--- src/rtl/boot_pkg.sv ---
// Shared types and constants for the boot sequencer and its dump engine.
package boot_pkg;

  typedef enum logic [2:0] {
    ST_IDLE,
    ST_LOAD,
    ST_HOLD,
    ST_RUN,
    ST_DUMP,
    ST_DONE,
    ST_FAULT
  } state_t;

  typedef enum logic [1:0] {
    PH_IDLE,
    PH_RD,
    PH_WT
  } phase_t;

  localparam int ERR_W = 2;
  localparam logic [ERR_W-1:0] ERR_NONE = 2'd0;
  localparam logic [ERR_W-1:0] ERR_OVF  = 2'd1;
  localparam logic [ERR_W-1:0] ERR_TMO  = 2'd2;

  // Shared hold/run cycle counter width; wide enough for any 32-bit TIMEOUT.
  localparam int CNT_W = 32;

endpackage

--- src/rtl/dump_reader.sv ---
// Two-phase result reader: issue a read, then present the returned word on a
// valid/ready stream until accepted. Pulses finished on the last handshake.
module dump_reader
  import boot_pkg::*;
#(
  parameter int ADDR_W = 8,
  parameter int DATA_W = 32
) (
  input  logic              clk,
  input  logic              rst,
  input  logic              clear,
  input  logic              go,
  input  logic [ADDR_W-1:0] base,
  input  logic [ADDR_W:0]   count,
  output logic              mem_en,
  output logic [ADDR_W-1:0] mem_addr,
  input  logic [DATA_W-1:0] mem_rdata,
  output logic              dump_valid,
  input  logic              dump_ready,
  output logic [DATA_W-1:0] dump_data,
  output logic              dump_last,
  output logic              finished
);

  phase_t            phase_q, phase_d;
  logic [ADDR_W:0]   idx_q, idx_d;
  logic [DATA_W-1:0] data_q;
  logic              held_q;
  logic              last_word;

  assign last_word = (idx_q == count - 1'b1);

  // NOTE: every combinational output gets a default first so no path can infer a latch.
  always_comb begin
    phase_d    = phase_q;
    idx_d      = idx_q;
    mem_en     = 1'b0;
    mem_addr   = '0;
    dump_valid = 1'b0;
    dump_data  = '0;
    dump_last  = 1'b0;
    finished   = 1'b0;
    case (phase_q)
      PH_IDLE: begin
        if (go) begin
          phase_d = PH_RD;
          idx_d   = '0;
        end
      end
      PH_RD: begin
        mem_en   = 1'b1;
        mem_addr = base + idx_q[ADDR_W-1:0];
        phase_d  = PH_WT;
      end
      PH_WT: begin
        // Read data arrives this cycle; afterwards the captured copy is shown.
        dump_valid = 1'b1;
        dump_data  = held_q ? data_q : mem_rdata;
        dump_last  = last_word;
        if (dump_ready) begin
          if (last_word) begin
            finished = 1'b1;
            phase_d  = PH_IDLE;
          end else begin
            idx_d   = idx_q + 1'b1;
            phase_d = PH_RD;
          end
        end
      end
      default: phase_d = PH_IDLE;
    endcase
    if (clear) phase_d = PH_IDLE;
  end

  // NOTE: sequential state uses non-blocking assignments so all registers update together.
  always_ff @(posedge clk) begin
    if (!rst) begin
      phase_q <= PH_IDLE;
      idx_q   <= '0;
      data_q  <= '0;
      held_q  <= 1'b0;
    end else begin
      phase_q <= phase_d;
      idx_q   <= idx_d;
      held_q  <= (phase_q == PH_WT) && (phase_d == PH_WT);
      if (phase_q == PH_WT && !held_q) data_q <= mem_rdata;
    end
  end

endmodule

--- src/rtl/boot_sequencer.sv ---
// CPU bring-up sequencer: load an image into core memory, pulse core reset,
// run until halt or timeout, then stream back a window of results.
module boot_sequencer
  import boot_pkg::*;
#(
  parameter int ADDR_W   = 8,
  parameter int DATA_W   = 32,
  parameter int RST_HOLD = 2,
  parameter int TIMEOUT  = 65535,
  parameter int RB_BASE  = 16,
  parameter int RB_COUNT = 4
) (
  input  logic              clk,
  input  logic              rst,
  input  logic              start,
  input  logic              abort,
  input  logic              ld_valid,
  output logic              ld_ready,
  input  logic [DATA_W-1:0] ld_data,
  input  logic              ld_last,
  output logic              mem_own,
  output logic              mem_en,
  output logic              mem_we,
  output logic [ADDR_W-1:0] mem_addr,
  output logic [DATA_W-1:0] mem_wdata,
  input  logic [DATA_W-1:0] mem_rdata,
  output logic              cpu_rst,
  output logic              cpu_enable,
  input  logic              cpu_halt,
  output logic              dump_valid,
  input  logic              dump_ready,
  output logic [DATA_W-1:0] dump_data,
  output logic              dump_last,
  output logic              done,
  output logic              fault,
  output logic [ERR_W-1:0]  err_code,
  output logic [ADDR_W:0]   word_count
);

  localparam int                WC_W      = ADDR_W + 1;
  localparam logic [ADDR_W-1:0] ADDR_MAX  = '1;
  localparam logic [ADDR_W-1:0] RB_ADDR   = ADDR_W'(RB_BASE);
  localparam logic [WC_W-1:0]   RB_CNT    = WC_W'(RB_COUNT);
  localparam logic [CNT_W-1:0]  HOLD_LAST = CNT_W'(RST_HOLD - 1);
  localparam logic [CNT_W-1:0]  TMO_LAST  = CNT_W'(TIMEOUT - 1);
  localparam bit                TMO_EN    = (TIMEOUT != 0);

  state_t            state_q, state_d;
  logic [ADDR_W-1:0] addr_q, addr_d;
  logic [WC_W-1:0]   wc_q, wc_d;
  logic [CNT_W-1:0]  cnt_q, cnt_d;
  logic [ERR_W-1:0]  err_q, err_d;

  logic              rd_go, rd_en, rd_finished;
  logic [ADDR_W-1:0] rd_addr;

  assign rd_go      = (state_q == ST_RUN) && cpu_halt && !abort;
  assign err_code   = err_q;
  assign word_count = wc_q;

  dump_reader #(
    .ADDR_W(ADDR_W),
    .DATA_W(DATA_W)
  ) u_dump_reader (
    .clk       (clk),
    .rst       (rst),
    .clear     (abort),
    .go        (rd_go),
    .base      (RB_ADDR),
    .count     (RB_CNT),
    .mem_en    (rd_en),
    .mem_addr  (rd_addr),
    .mem_rdata (mem_rdata),
    .dump_valid(dump_valid),
    .dump_ready(dump_ready),
    .dump_data (dump_data),
    .dump_last (dump_last),
    .finished  (rd_finished)
  );

  always_comb begin
    state_d    = state_q;
    addr_d     = addr_q;
    wc_d       = wc_q;
    cnt_d      = cnt_q;
    err_d      = err_q;
    ld_ready   = 1'b0;
    mem_own    = 1'b0;
    mem_en     = 1'b0;
    mem_we     = 1'b0;
    mem_addr   = '0;
    mem_wdata  = '0;
    cpu_rst    = 1'b1;
    cpu_enable = 1'b0;
    done       = 1'b0;
    fault      = 1'b0;
    case (state_q)
      ST_IDLE, ST_DONE, ST_FAULT: begin
        done  = (state_q == ST_DONE);
        fault = (state_q == ST_FAULT);
        if (start) begin
          state_d = ST_LOAD;
          addr_d  = '0;
          wc_d    = '0;
          err_d   = ERR_NONE;
        end
      end
      ST_LOAD: begin
        ld_ready = 1'b1;
        mem_own  = 1'b1;
        mem_addr = addr_q;
        if (ld_valid) begin
          mem_en    = 1'b1;
          mem_we    = 1'b1;
          mem_wdata = ld_data;
          wc_d      = wc_q + 1'b1;
          // The top word is written but the address never wraps back to 0.
          if (addr_q != ADDR_MAX) addr_d = addr_q + 1'b1;
          if (ld_last) begin
            state_d = ST_HOLD;
            cnt_d   = '0;
          end else if (addr_q == ADDR_MAX) begin
            state_d = ST_FAULT;
            err_d   = ERR_OVF;
          end
        end
      end
      ST_HOLD: begin
        if (cnt_q == HOLD_LAST) begin
          state_d = ST_RUN;
          cnt_d   = '0;
        end else begin
          cnt_d = cnt_q + 1'b1;
        end
      end
      ST_RUN: begin
        cpu_rst    = 1'b0;
        cpu_enable = 1'b1;
        cnt_d      = cnt_q + 1'b1;
        // A halt seen on the timeout cycle still counts as a clean finish.
        if (cpu_halt) begin
          state_d = ST_DUMP;
        end else if (TMO_EN && cnt_q == TMO_LAST) begin
          state_d = ST_FAULT;
          err_d   = ERR_TMO;
        end
      end
      ST_DUMP: begin
        cpu_rst  = 1'b0;
        mem_own  = 1'b1;
        mem_en   = rd_en;
        mem_addr = rd_addr;
        if (rd_finished) state_d = ST_DONE;
      end
      default: state_d = ST_IDLE;
    endcase
    if (abort) begin
      state_d = ST_IDLE;
      cnt_d   = '0;
      err_d   = ERR_NONE;
    end
  end

  always_ff @(posedge clk) begin
    if (!rst) begin
      state_q <= ST_IDLE;
      addr_q  <= '0;
      wc_q    <= '0;
      cnt_q   <= '0;
      err_q   <= ERR_NONE;
    end else begin
      state_q <= state_d;
      addr_q  <= addr_d;
      wc_q    <= wc_d;
      cnt_q   <= cnt_d;
      err_q   <= err_d;
    end
  end

endmodule

--- config.mk ---
export PLATFORM = sky130hd
export DESIGN_NAME = boot_sequencer
export DESIGN_NICKNAME = d
export VERILOG_FILES = /design/src/rtl/boot_pkg.sv /design/src/rtl/dump_reader.sv /design/src/rtl/boot_sequencer.sv
export SDC_FILE = /design/constraint.sdc
export NUM_CORES = 1
export LEC_CHECK = 0
export ABC_AREA = 0
export CORE_ASPECT_RATIO = 1.4
export CORE_MARGIN = 2
export CORE_UTILIZATION = 51
export CTS_BUF_LIST = sky130_fd_sc_hd__clkbuf_8
export DETAILED_ROUTE_END_ITERATION = 6
export PLACE_DENSITY_LB_ADDON = 0.1
export SKIP_LAST_GASP = 1
export SYNTH_ARGS = -nofsm -noshare
export SYNTH_HDL_FRONTEND = slang
export SYNTH_HIERARCHICAL = 1
export SYNTH_SLANG_ARGS = --single-unit
export TNS_END_PERCENT = 20
--- constraint.sdc ---
create_clock -name clk -period 2.6 [get_ports clk]
set_input_delay 0.52 -clock clk [delete_from_list [all_inputs] [get_ports clk]]
set_output_delay 0.52 -clock clk [all_outputs]
set_load 0.02 [all_outputs]
== Yosys cells after proc, flatten, opt, wreduce, memory -nomap -nowiden ==
Index checks and enable logic that the tools add are counted.

* Register bits: 98
* Output and inout bits: 93
* Word-level logic and storage cells: 123

* Add/subtract/negate cells: 5
* Equal/unequal tests: 29
* Muxes and demuxes: 57
* Bitwise logic cells: 1
* Reductions and logical operators: 22

{| class="wikitable"
|+ Operators by type and width
! kind !! count
|-
| $mux 32 || 7
|-
| $pmux 32 s3 || 1
|-
| $mux 9 || 5
|-
| $pmux 9 s2 || 2
|-
| $add 32x1->32 const B || 1
|-
| $eq 32x1->1 const B || 1
|-
| $eq 32x16->1 const B || 1
|-
| $mux 8 || 4
|-
| $pmux 8 s2 || 2
|-
| $mux 3 || 8
|-
| $ne 2x2->1 const B || 12
|-
| $add 9x1->9 const B || 2
|-
| $mux 2 || 9
|-
| $mux 1 || 15
|-
| $pmux 3 s5 || 1
|-
| $pmux 2 s3 || 2
|-
| $eq 3x3->1 const B || 3
|-
| $eq 9x2->1 const B || 1
|-
| $add 5x8->8 const A || 1
|-
| $add 8x1->8 const B || 1
|-
| $eq 8x8->1 const B || 1
|-
| $ne 8x8->1 const B || 1
|-
| $reduce_and 4->1 || 2
|-
| $reduce_and 7->1 || 1
|-
| 19 further kinds || 30
|}

== Longest topological paths before layout ==
* Depth in word-level cells: 8
* Depth in mapped cells: 12
* Depth with buffers taken out: 12

== Modules after synthesis ==
Netlist, hierarchy kept.

{| class="wikitable"
|+ Modules (own cells, without submodules)
! module !! instances !! cells an instance !! area an instance (um2) !! sequential area each (um2)
|-
| boot_sequencer || 1 || 427 || 3358.2 || 1081.0
|-
| dump_reader || 1 || 359 || 2827.7 || 880.8
|}

== Least setup slack after synthesis ==
OpenSTA, ideal clock, no wires.

* Path kind: register to register
* Start: register u_dump_reader.idx_q[3]
* End: register state_q[2]
* Setup time: 0.116 ns
* Arrival: 2.233 ns
* Data required time: 2.484 ns
* Slack: 0.251 ns
* Cell stages (with the launch flop): 11
* Buffers on the path: 0
* Path through: dfxtp_1 > xnor2_1 > xnor2_1 > nor4_1 > o2111ai_4 > nor2_1 > mux2i_1 > mux2i_1 > o211ai_1 > o41a_1 > a31o_2

* Cells in the longest elaborated chain, start to end: 6

{| class="wikitable"
|+ Ends and longest elaborated chain
! what !! RTL line !! RTL
|-
| start, declared || dump_reader.sv:26 || <nowiki>logic [ADDR_W:0] idx_q, idx_d;</nowiki>
|-
| start signal, assigned || dump_reader.sv:84 || <nowiki>idx_q <= idx_d;</nowiki>
|-
| $eq 9x2->1 || dump_reader.sv:31 || <nowiki>assign last_word = (idx_q == count - 1'b1);</nowiki>
|-
| $mux 1 || dump_reader.sv:61 || <nowiki>if (last_word) begin</nowiki>
|-
| $mux 1 || dump_reader.sv:60 || <nowiki>if (dump_ready) begin</nowiki>
|-
| $mux 1 || dump_reader.sv:43 || <nowiki>case (phase_q)</nowiki>
|-
| net rd_finished || boot_sequencer.sv:54 || <nowiki>logic rd_go, rd_en, rd_finished;</nowiki>
|-
| $ne 2x2->1 (no source line) || -- ||
|-
| $reduce_and 6->1 (no source line) || -- ||
|-
| end signal, assigned || boot_sequencer.sv:172 || <nowiki>state_q <= state_d;</nowiki>
|-
| end, declared || boot_sequencer.sv:48 || <nowiki>state_t state_q, state_d;</nowiki>
|}

The timed path passes the listed nets, and every way through them passes these cells.
A chain may end at the register's enable or synchronous reset.

== Worst setup path after layout ==
* Start: register state_q[2]
* End: output done

* Cells in the longest elaborated chain, start to end: 3
* Elaborated cells on any way between the ends: 5
* Those cells by class: eq/ne: 2; mux: 1; reduce/logical: 2

{| class="wikitable"
|+ Ends and longest elaborated chain
! what !! RTL line !! RTL
|-
| $eq 3x3->1, or another cell as far along || boot_sequencer.sv:97, boot_sequencer.sv:99 ||
|-
| $reduce_or 3->1 || boot_sequencer.sv:97 || <nowiki>case (state_q)</nowiki>
|-
| $mux 1 * || boot_sequencer.sv:97 ||
|-
| end, declared || boot_sequencer.sv:34 || <nowiki>output logic done,</nowiki>
|}

Mark *: on every way between the ends. The rest lies on a longest branch, timed or not.

==> run_results.csv <==
group,metric,value,unit
run_status,status,"finished with violations",
run_status,violations,"setup timing",
die,rows,47,
finish,final_cell_mix,"146 x clkdlybuf4s50_1, 102 x nand2_1, 94 x dfxtp_1",
sta,grt_setup_unrepaired,"true",
logic_synthesis,ys_top_cells_by_area,"dfxtp_1 32%, nand2_1 6.2%, mux2i_1 6.1%",
min_path,min_path_type,"flop to flop",
route,num_vias,6544,
route,routedWlPerCell,15.33,um
sta,finalCritPeriodShare,105.4,%
logic_synthesis,synthCells,786,
setup_path,start_kind,"flop",
die,dieArea,0.01304,mm^2
die,core-area,0.01182,mm^2
logic_synthesis,syn_avg_cell_area,7.870,um^2
global_routing,grt_overflow,0,
finish,area_growth,39.72,%
sta,fmax,364.9,MHz
finish,final_nets,1086,
logic_synthesis,async_reset_ff_share,0,%
clocking,numCtsBuffers,9,
setup_path,cp.arrival,2.22,ns
sta,setup_viol,30,
clocking,clock_latency,0.38,ns
logic_synthesis,yosysTopAreaCell,"dfxtp_1",
sta,holdWs,0.4711,ns
sta,tightest_slew,0.6270,ns
pwr,ir_worst_vdd,0.2490,mV
finish,drive_above_1_share,10.06,%
clocking,hold_buffers,0,
setup_path,required,2.08,ns
clocking,post-cts-setup-buffers,0,
pwr,powerDensity,353.4,mW/mm^2
route,postRouteAntennaNets,0,
finish,n_antenna_cell,0,
logic_synthesis,synth_top_cell_area_share,31.72,%
logic_synthesis,synth-edff-count,0,
setup_path,worstPathMaxFanout,10,
die,initial_utilization,52.33,%
logic_synthesis,synth_area,0.006186,mm^2
sta,layout_min_cycle_time,2.740,ns
global_routing,grt_pass1_wl,28.75,mm
setup_path,reg2reg_slack,0.03,ns
logic_synthesis,synth_flop_cell,"dfxtp_1",
logic_synthesis,ys_types,67,
placed_design,io_buffers,164,
sta,slew_viol_final,0,
die,die_width,97.08,um
clocking,cts_tree,"built",
sta,hold_violations,0,
clocking,clk_pin_slew_worst_paths,0.10,ns
finish,mostFrequentLayoutCell,"clkdlybuf4s50_1",
sta,relSlewSlack,57.95,%
logic_synthesis,ys_seq_area_share,31.72,%
clocking,cts_max_level,3,
route,vias_per_cell,5.685,
route,drt_iter0_drc,259,
clocking,cts_root_buffer,"clkbuf_8",
route,firstDrtPassIters,5,
finish,multi_input_comb_area,0.004120,mm^2
pwr,p_total,0.003055,W
pwr,p_leak,3.358,nW
clocking,cts_max_path_buffers,2,
setup_path,endpoint_kind,"primary output",
flow_run,maxCapViolations,0,
clocking,clock-sinks,98,
route,routed_wl,17.65,mm
global_routing,grt_use_total,25.95,%
finish,fillers,953,
setup_path,path_class,"flop to primary output",
global_routing,antenna_found_initial,0,
placed_design,place_congestion,0.9119,
die,die_y,134.3,um
die,ios,165,
placed_design,hpwl,13.39,mm
route,drc,0,
global_routing,grt_max_degree,44,
sta,fin_ws,-0.1404,ns
global_routing,grt_pass1_vias,6421,
sta,finClkSkew,0.009042,ns
logic_synthesis,ys_ff_latch,98,
sta,finalSetupTns,-2.219,ns
logic_synthesis,yosys_warnings,6,
finish,ff_latch_area,0.001969,mm^2
sequential cells by signal, indices dropped and copies added, names as in the netlist:
signal	flops
cnt_q	32
u_dump_reader/held_q	1
u_dump_reader/idx_q	9
u_dump_reader/phase_q	2
addr_q	8
u_dump_reader/data_q	32
word_count	9
state_q	3
err_code	2
synth_stat cells (all sizes together), types with 2 or more instances:
| cell | instances |
|---|---|
| nand2 | 102 |
| dfxtp | 98 |
| nor2 | 95 |
| and3 | 43 |
| mux2i | 38 |
| clkbuf | 37 |
| a21boi | 35 |
| a21oi | 33 |
| nand3 | 27 |
| xor2 | 27 |
| xnor2 | 21 |
| nand4 | 18 |
| inv | 17 |
| o21ai | 17 |
| ha | 14 |
| a211oi | 13 |
| a31oi | 12 |
| nor3 | 11 |
| nor4 | 11 |
| or3 | 11 |
| a22oi | 10 |
| and4 | 10 |
| nor2b | 10 |
| buf | 9 |
| nand2b | 8 |
| and2 | 7 |
| o211ai | 5 |
| a41oi | 4 |
| o2111ai | 4 |
| a31o | 3 |
| nand4b | 3 |
| nor3b | 3 |
| o31ai | 3 |
| or4 | 3 |
| a21o | 2 |
| conb | 2 |
| nor4b | 2 |
| o21bai | 2 |
| o41a | 2 |
critical path: stages (launching register included):
cell	delay, ns
dfxtp_1	0.45
buf_4	0.22
inv_1	0.10
nor3_1	0.39
clkdlybuf4s50_1	0.69
per-layer routing:
metal  GRT usage, %  routed length, um
met5              0                  0
met4          11.66                567
met3          4.065                762
met2          47.92               9294
met1          29.23               7024
logic make-up after synthesis:
group                      after synthesis  synth area share [%]
AOI/OAI and AO/OA                      156                 18.53
DFF                                     98                 31.72
other                                    2                0.1214
buffers and inverters                   64                 4.126
xor gates and xnor gates                48                 6.796
adders and majority gates               15                 3.155
and+or+nand+nor                        365                 29.41
muxes                                   38                 6.149
layout make-up:
type	count	share of cell area [%]
clock buffer	10	1.592
sequential	98	22.79
tap	147	2.128
multi-input combinational	655	47.67
clock inverter	6	1.028
inverter	18	0.7817
timing repair buffer	217	24.02
what timing repair did:
action	in CTS	in global routing
hold endpoints to repair	0	0
gates resized for setup	11	17
setup endpoints to repair	48	51
stage by stage:
step	area, um^2	setup slack, ns	util [%]	instances
3_5_place_dp	8372	-0.2363	70.83	1135
4_1_cts	8589	-0.2292	72.67	1151
6_report	8643	-0.1404	73.12	1151
2_1_floorplan	6302	0.2511	-	817
5_1_grt	8643	-0.1722	73.12	1151
3_3_place_gp	8372	-0.2681	70.83	1135
power breakdown:
| part | internal [W] | leakage (nW) | switching, W |
|---|---|---|---|
| Sequential | 0.00150 | 0.791 | 0.00000683 |
| Clock | 0.000570 | 0.109 | 0.000554 |
| Combinational | 0.000220 | 2.46 | 0.000201 |
| Total | 0.00229 | 3.36 | 0.000762 |
final timing paths:
kind | start | to | cells past startpoint
setup / recovery | state_q[2]$_SDFFE_PP0P_ | done | 4
hold / removal | u_dump_reader/data_q[14]$_SDFFE_PN0P_ | u_dump_reader/data_q[14]$_SDFFE_PN0P_ | 2
setup reg to reg | state_q[1]$_SDFFE_PP0P_ | u_dump_reader/idx_q[7]$_SDFFE_PN0P_ | 8
hold reg to reg | u_dump_reader/data_q[14]$_SDFFE_PN0P_ | u_dump_reader/data_q[14]$_SDFFE_PN0P_ | 2
Note: power is estimated with default switching activity, not from simulation.
